==> src/rtl/alu_seq16.sv <==
// alu_seq16 -- 16-bit sequential ALU built around an external 4-bit ALU slice.
//
// An operation is accepted on a Start pulse, then processed one nibble per
// clock (least significant nibble first) by driving the external 4-bit ALU
// and capturing its output. The carry ripples between nibbles through an
// internal carry register. Four captures later the block signals Done for
// one cycle and presents Result, Cout and Zero.
//
// Ports:
//   Clk            rising-edge clock
//   Clr_n          asynchronous active-low reset
//   Start          request a new operation (ignored while busy)
//   Op[2:0]        operation code (ADD, ADC, SUB, SBC, AND, OR, NAND, PASSC)
//   Cin            carry-in used by ADC/SBC
//   Xa, Xb, Xc     16-bit operands (Xc is only used by PASSC)
//   Busy           high while nibbles are being processed
//   Done           one-cycle completion pulse
//   Result[15:0]   final result, held until the next operation overwrites it
//   Cout, Zero     final carry (no-borrow for subtraction) and zero flag
//   AluA/B/C[3:0]  nibble operands to the external ALU
//   AluAi, AluBi   operand inversion controls to the external ALU
//   AluKin         carry-in to the external ALU
//   AluM[1:0]      external ALU mode (00 NAND, 01 NOR, 10 SUM, 11 pass C)
//   AluOut[3:0]    nibble result from the external ALU
//   AluKout        carry-out from the external ALU

module alu_seq16 (
    input  logic        Clk,
    input  logic        Clr_n,
    input  logic        Start,
    input  logic [2:0]  Op,
    input  logic        Cin,
    input  logic [15:0] Xa,
    input  logic [15:0] Xb,
    input  logic [15:0] Xc,
    output logic        Busy,
    output logic        Done,
    output logic [15:0] Result,
    output logic        Cout,
    output logic        Zero,
    output logic [3:0]  AluA,
    output logic [3:0]  AluB,
    output logic [3:0]  AluC,
    output logic        AluAi,
    output logic        AluBi,
    output logic        AluKin,
    output logic [1:0]  AluM,
    input  logic [3:0]  AluOut,
    input  logic        AluKout
);

    typedef enum logic [1:0] {
        IDLE = 2'd0,
        RUN  = 2'd1,
        DONE = 2'd2
    } state_t;

    state_t      state;
    state_t      state_next;
    logic [1:0]  idx;
    logic        carry;
    logic [2:0]  op_q;
    logic        cin_q;
    logic [15:0] xa_q;
    logic [15:0] xb_q;
    logic [15:0] xc_q;

    logic [1:0]  dec_m;
    logic        dec_ai;
    logic        dec_bi;
    logic        dec_arith;
    logic        dec_kin0;
    logic [3:0]  nib_lsb;

    logic        accept;

    // Bit position of the nibble currently being processed.
    assign nib_lsb = {idx, 2'b00};

    // A new operation can be taken whenever we are not mid-calculation.
    assign accept = (state != RUN) && Start;

    // Decode the latched opcode into ALU controls. Subtraction is done as
    // A + ~B + carry, so SUB/SBC invert B and SUB forces the first carry to 1.
    // AND and OR are obtained from NOR/NAND with both operands inverted.
    always_comb begin
        dec_m     = 2'b00;
        dec_ai    = 1'b0;
        dec_bi    = 1'b0;
        dec_arith = 1'b0;
        dec_kin0  = 1'b0;
        case (op_q)
            3'b000: begin dec_m = 2'b10; dec_arith = 1'b1; end
            3'b001: begin dec_m = 2'b10; dec_arith = 1'b1; dec_kin0 = cin_q; end
            3'b010: begin dec_m = 2'b10; dec_arith = 1'b1; dec_bi = 1'b1; dec_kin0 = 1'b1; end
            3'b011: begin dec_m = 2'b10; dec_arith = 1'b1; dec_bi = 1'b1; dec_kin0 = cin_q; end
            3'b100: begin dec_m = 2'b01; dec_ai = 1'b1; dec_bi = 1'b1; end
            3'b101: begin dec_m = 2'b00; dec_ai = 1'b1; dec_bi = 1'b1; end
            3'b110: begin dec_m = 2'b00; end
            3'b111: begin dec_m = 2'b11; end
            default: begin dec_m = 2'b00; end
        endcase
    end

    // State register.
    always_ff @(posedge Clk or negedge Clr_n) begin
        if (!Clr_n) begin
            state <= IDLE;
        end else begin
            state <= state_next;
        end
    end

    // Next-state logic: DONE lasts a single cycle unless a new Start
    // arrives, which chains straight into the next operation.
    always_comb begin
        state_next = state;
        case (state)
            IDLE: if (Start) state_next = RUN;
            RUN:  if (idx == 2'd3) state_next = DONE;
            DONE: state_next = Start ? RUN : IDLE;
            default: state_next = IDLE;
        endcase
    end

    // Operand latch and nibble datapath. Flags are only updated on the
    // final capture so they stay stable from the previous operation.
    always_ff @(posedge Clk or negedge Clr_n) begin
        if (!Clr_n) begin
            idx    <= 2'd0;
            carry  <= 1'b0;
            op_q   <= 3'd0;
            cin_q  <= 1'b0;
            xa_q   <= 16'h0000;
            xb_q   <= 16'h0000;
            xc_q   <= 16'h0000;
            Result <= 16'h0000;
            Cout   <= 1'b0;
            Zero   <= 1'b0;
        end else if (accept) begin
            op_q  <= Op;
            cin_q <= Cin;
            xa_q  <= Xa;
            xb_q  <= Xb;
            xc_q  <= Xc;
            idx   <= 2'd0;
            carry <= 1'b0;
        end else if (state == RUN) begin
            Result[nib_lsb +: 4] <= AluOut;
            carry                <= AluKout;
            idx                  <= idx + 2'd1;
            if (idx == 2'd3) begin
                Cout <= dec_arith & AluKout;
                Zero <= ({AluOut, Result[11:0]} == 16'h0000);
            end
        end
    end

    // Status outputs and external ALU drive. Outside RUN the ALU inputs
    // are held at zero so the slice sees a quiet bus.
    always_comb begin
        Busy   = (state == RUN);
        Done   = (state == DONE);
        AluA   = 4'h0;
        AluB   = 4'h0;
        AluC   = 4'h0;
        AluAi  = 1'b0;
        AluBi  = 1'b0;
        AluKin = 1'b0;
        AluM   = 2'b00;
        if (state == RUN) begin
            AluA   = xa_q[nib_lsb +: 4];
            AluB   = xb_q[nib_lsb +: 4];
            AluC   = xc_q[nib_lsb +: 4];
            AluAi  = dec_ai;
            AluBi  = dec_bi;
            AluM   = dec_m;
            AluKin = dec_arith & ((idx == 2'd0) ? dec_kin0 : carry);
        end
    end

endmodule

==> config.mk <==
export PLATFORM = sky130hd
export DESIGN_NAME = alu_seq16
export DESIGN_NICKNAME = d
export VERILOG_FILES = /design/src/rtl/alu_seq16.sv
export SDC_FILE = /design/constraint.sdc
export NUM_CORES = 1
export LEC_CHECK = 0
export BUFFER_PORTS_ARGS = -buffer_cell sky130_fd_sc_hd__clkbuf_2
export CAP_MARGIN = 20
export CORE_UTILIZATION = 57
export DETAILED_ROUTE_END_ITERATION = 10
export PLACE_DENSITY = 0.91
export SYNTH_ARGS = -nofsm -noshare
export SYNTH_HDL_FRONTEND = slang
export SYNTH_SLANG_ARGS = --single-unit
==> constraint.sdc <==
create_clock -name Clk -period 5 [get_ports Clk]
set_input_delay 1 -clock Clk [delete_from_list [all_inputs] [get_ports Clk]]
set_output_delay 1 -clock Clk [all_outputs]
set_load 0.01 [all_outputs]
==> flow_summary.ini <==
[run_status]
outcome = complete, no violations

[timing]
max_freq_mhz = 286
setup_slack_ns = 1.51
fin_skew_ns = 0.00900
rsz0062_at_grt = no
finalSetupViolCount = 0
final.setup.tns_ns = 0
hold-worst-slack_ns = 0.485
timing.final.crit_period_ns = 3.49
max-slew-margin-rel = 0.342
final-max-slew-violation-count = 0
tightestPinTransition_ns = 0.987
report.final.hold_viol_count = 0
fin_crit_sh = 0.699

[logic_synthesis]
ys.flop_type = dfrtp_1
yosys_warnings = 0
synth_cell_types = 31
mappedNetlistArea_um2 = 3710
yosys.area.top_type = dfrtp_1
synth_area_per_cell_um2 = 15.7
synthTopCellsByArea = dfrtp_1, mux2_4, mux4_1, a22o_1, mux4_2
synth_top_area_frac = 0.506
number_of_flip_flops_and_latches_in_the_synthesized_netlist = 75
synth_most_common_cell = dfrtp_1
synth-edff-count = 0
synthArstFlopShare = 1.00
synth_fp_nets = 305
synth.top_cells.by_count = dfrtp_1, mux2_4, a22o_1
synthCells = 236
synth.yosys.seq_area_share = 0.506

[routing]
drt-vias-per-instance = 5.59
total_via_count_after_detailed_routing = 2313
total_iterations_of_the_first_detailed_routing_run = 6
drcViolationCount = 0
wl_per_cell_um = 17.3
antenna_left = 0
iteration_0_drc_count_of_the_detailed_router = 115
routed_wl_um = 7170

[setup_path]
timing.critical_path.cells = inv_2, ha_1, and3_1, o221a_2, clkbuf_2
critical-path-max-stage-delay_ns = 1.00
cp_top_family = flip-flops
timing.setup.critical_path_class = register to output pin
critical-path-slowest-cell = dfrtp_1
cp_data_required_time_ns = 4.00
arrival_ns = 2.49
cp-startpoint = idx[0]
critPathMaxFanout = 20
crit_cells = 5
timing.rr.start = idx[0]
worstSetupStartpointType = register
endpoint_kind = output pin
setup.reg_to_reg.worst_slack_ns = 2.64
critPathBufInv = 2
worstRegToRegCells = 4

[run]
max_cap_viol_count = 0

[hold_path]
whs_path_depth = 2
min_from = Zero
timing.hold.worst.class = register to register

[clocking]
cts_root_buf = clkbuf_8
tritoncts = yes
cts-hold-fix-buffers = 0
cts_max_level = 3
clock_network_latency_to_the_later_pin_of_the_worst_skew_pair_ns = 0.35
cts.clk_slew.worst_paths_ns = 0.07
clock_tree.buffer_depth = 2
post_cts.resized_instances = 0
cts-buffers-inserted = 9
cts.sink_count = 75
post_cts_buffers = 0

[global_routing]
first_global_vias = 2285
maximum_number_of_pins_on_one_net_before_global_route_repair = 76
grt_pass1_wl_um = 11000
grt.total_usage = 0.226
grt-ovfl-total = 0
grt_antenna_before_repair = 0

[power_and_ir_drop]
power.density_cell_area_nw_per_um2 = 681
report.power.total_uw = 3010
power.internal_uw = 2000
pwr-share-comb = 0.441
share_clk_of_total_power = 0.177
switching_power_uw = 1010
p_sw_frac = 0.335
seq_power_share = 0.382
p_leak_uw = 0.00228
vdd.ir_drop.worst_mv = 0.398

[die]
initial_core_util = 0.587
ioPinCount = 97
dieWidth_um = 82.6
die-area_um2 = 6830
row_count = 29
die_height_um = 82.6
coreArea_um2 = 6310

[placed_design]
place_worst_setup_slack_ns = 1.85
place_inst = 398
place.gp.congestion = 0.735
count_of_buffers_from_port_buffering = 96
detailed_place_hpwl_um = 5200

[layout]
layoutNonFillerInstCount = 414
area_delta_synth_final_pct = 19.0
ff_latch_area_um2 = 1880
num-nets-final = 401
insertedDiodeCount = 0
fill_cells = 447
final_layout_size_suffix_gt1_frac = 0.531
multi_input_comb_area_um2 = 1690
power by group through the flow:
stage                     sequential (uW)  clock, uW  combinational, uW
final                                1150        532               1330
after global routing                 1190        567               1450
after CTS                            1150        539               1340
after detailed placement             1150          0               1340
after global placement               1130          0               1280
after floorplan                      1070          0               1070
cell usage in the layout (no fill, tap or decap), drive strengths merged:
cell type and count:
clkbuf 106, dfrtp 75, mux2 53, a22o 16, and2 14, mux4 12, nand2 10, ha 9
inv 7, nor4 6, o21ai 5, nand3b 3, nand2b 2, nor2b 2, nor4b 2, nand3 2
clkinv 2, bufinv 2, a211oi 1, a21oi 1, and3 1, o221a 1, o22ai 1, nand4 1
o31ai 1, clkinvlp 1, buf 1
through the flow:
step | area (um^2) | util
after floorplan | 3710 | -
after global placement | 4180 | 0.661
after detailed placement | 4180 | 0.661
after CTS | 4410 | 0.699
after global routing | 4410 | 0.699
final | 4410 | 0.699
tightest hold or removal path: stages, from the launching register on:
cell and delay (ns):
dfrtp_1 0.34, nand2_1 0.04, o21ai_0 0.06
worst paths after layout:
check | endpoint
setup / recovery | AluKin
hold / removal | Zero
setup reg to reg | Result[2]
hold reg to reg | Zero
max in group asynchronous | xb_q[15]
min in group asynchronous | Result[12]
cells by family after synthesis:
logic type / after synthesis / share of synthesized area
flops: 75 / 0.506
mux: 65 / 0.291
simple gates: 43 / 0.0810
compound gates: 26 / 0.0547
buf+inv: 18 / 0.0371
fa+ha+maj: 9 / 0.0304
sequential cells by signal, indices dropped and copies added, names as in the netlist:
register and cells:
xb_q 16, cin_q 1, idx 2, op_q 3
Zero 1, xc_q 16, carry 1, xa_q 16
state 2, Result 16, Cout 1
cell type report:
| class | instances | area share |
|---|---|---|
| flip-flops and latches | 75 | 0.425 |
| multi-input cells | 143 | 0.384 |
| repair buffers | 96 | 0.109 |
| clock buffers | 11 | 0.0343 |
| well taps | 77 | 0.0218 |
| clock inverters | 5 | 0.0193 |
| inverters | 7 | 0.00596 |
metal layers:
layer / wire (um) / vias up / GRT usage
li1: - / 1070 / -
met1: 3000 / 1152 / 0.283
met2: 3630 / 80 / 0.372
met3: 419 / 11 / 0.0582
met4: 122 / 0 / 0.0966
met5: 0 / - / 0
Power figures use the tool's default switching activity.
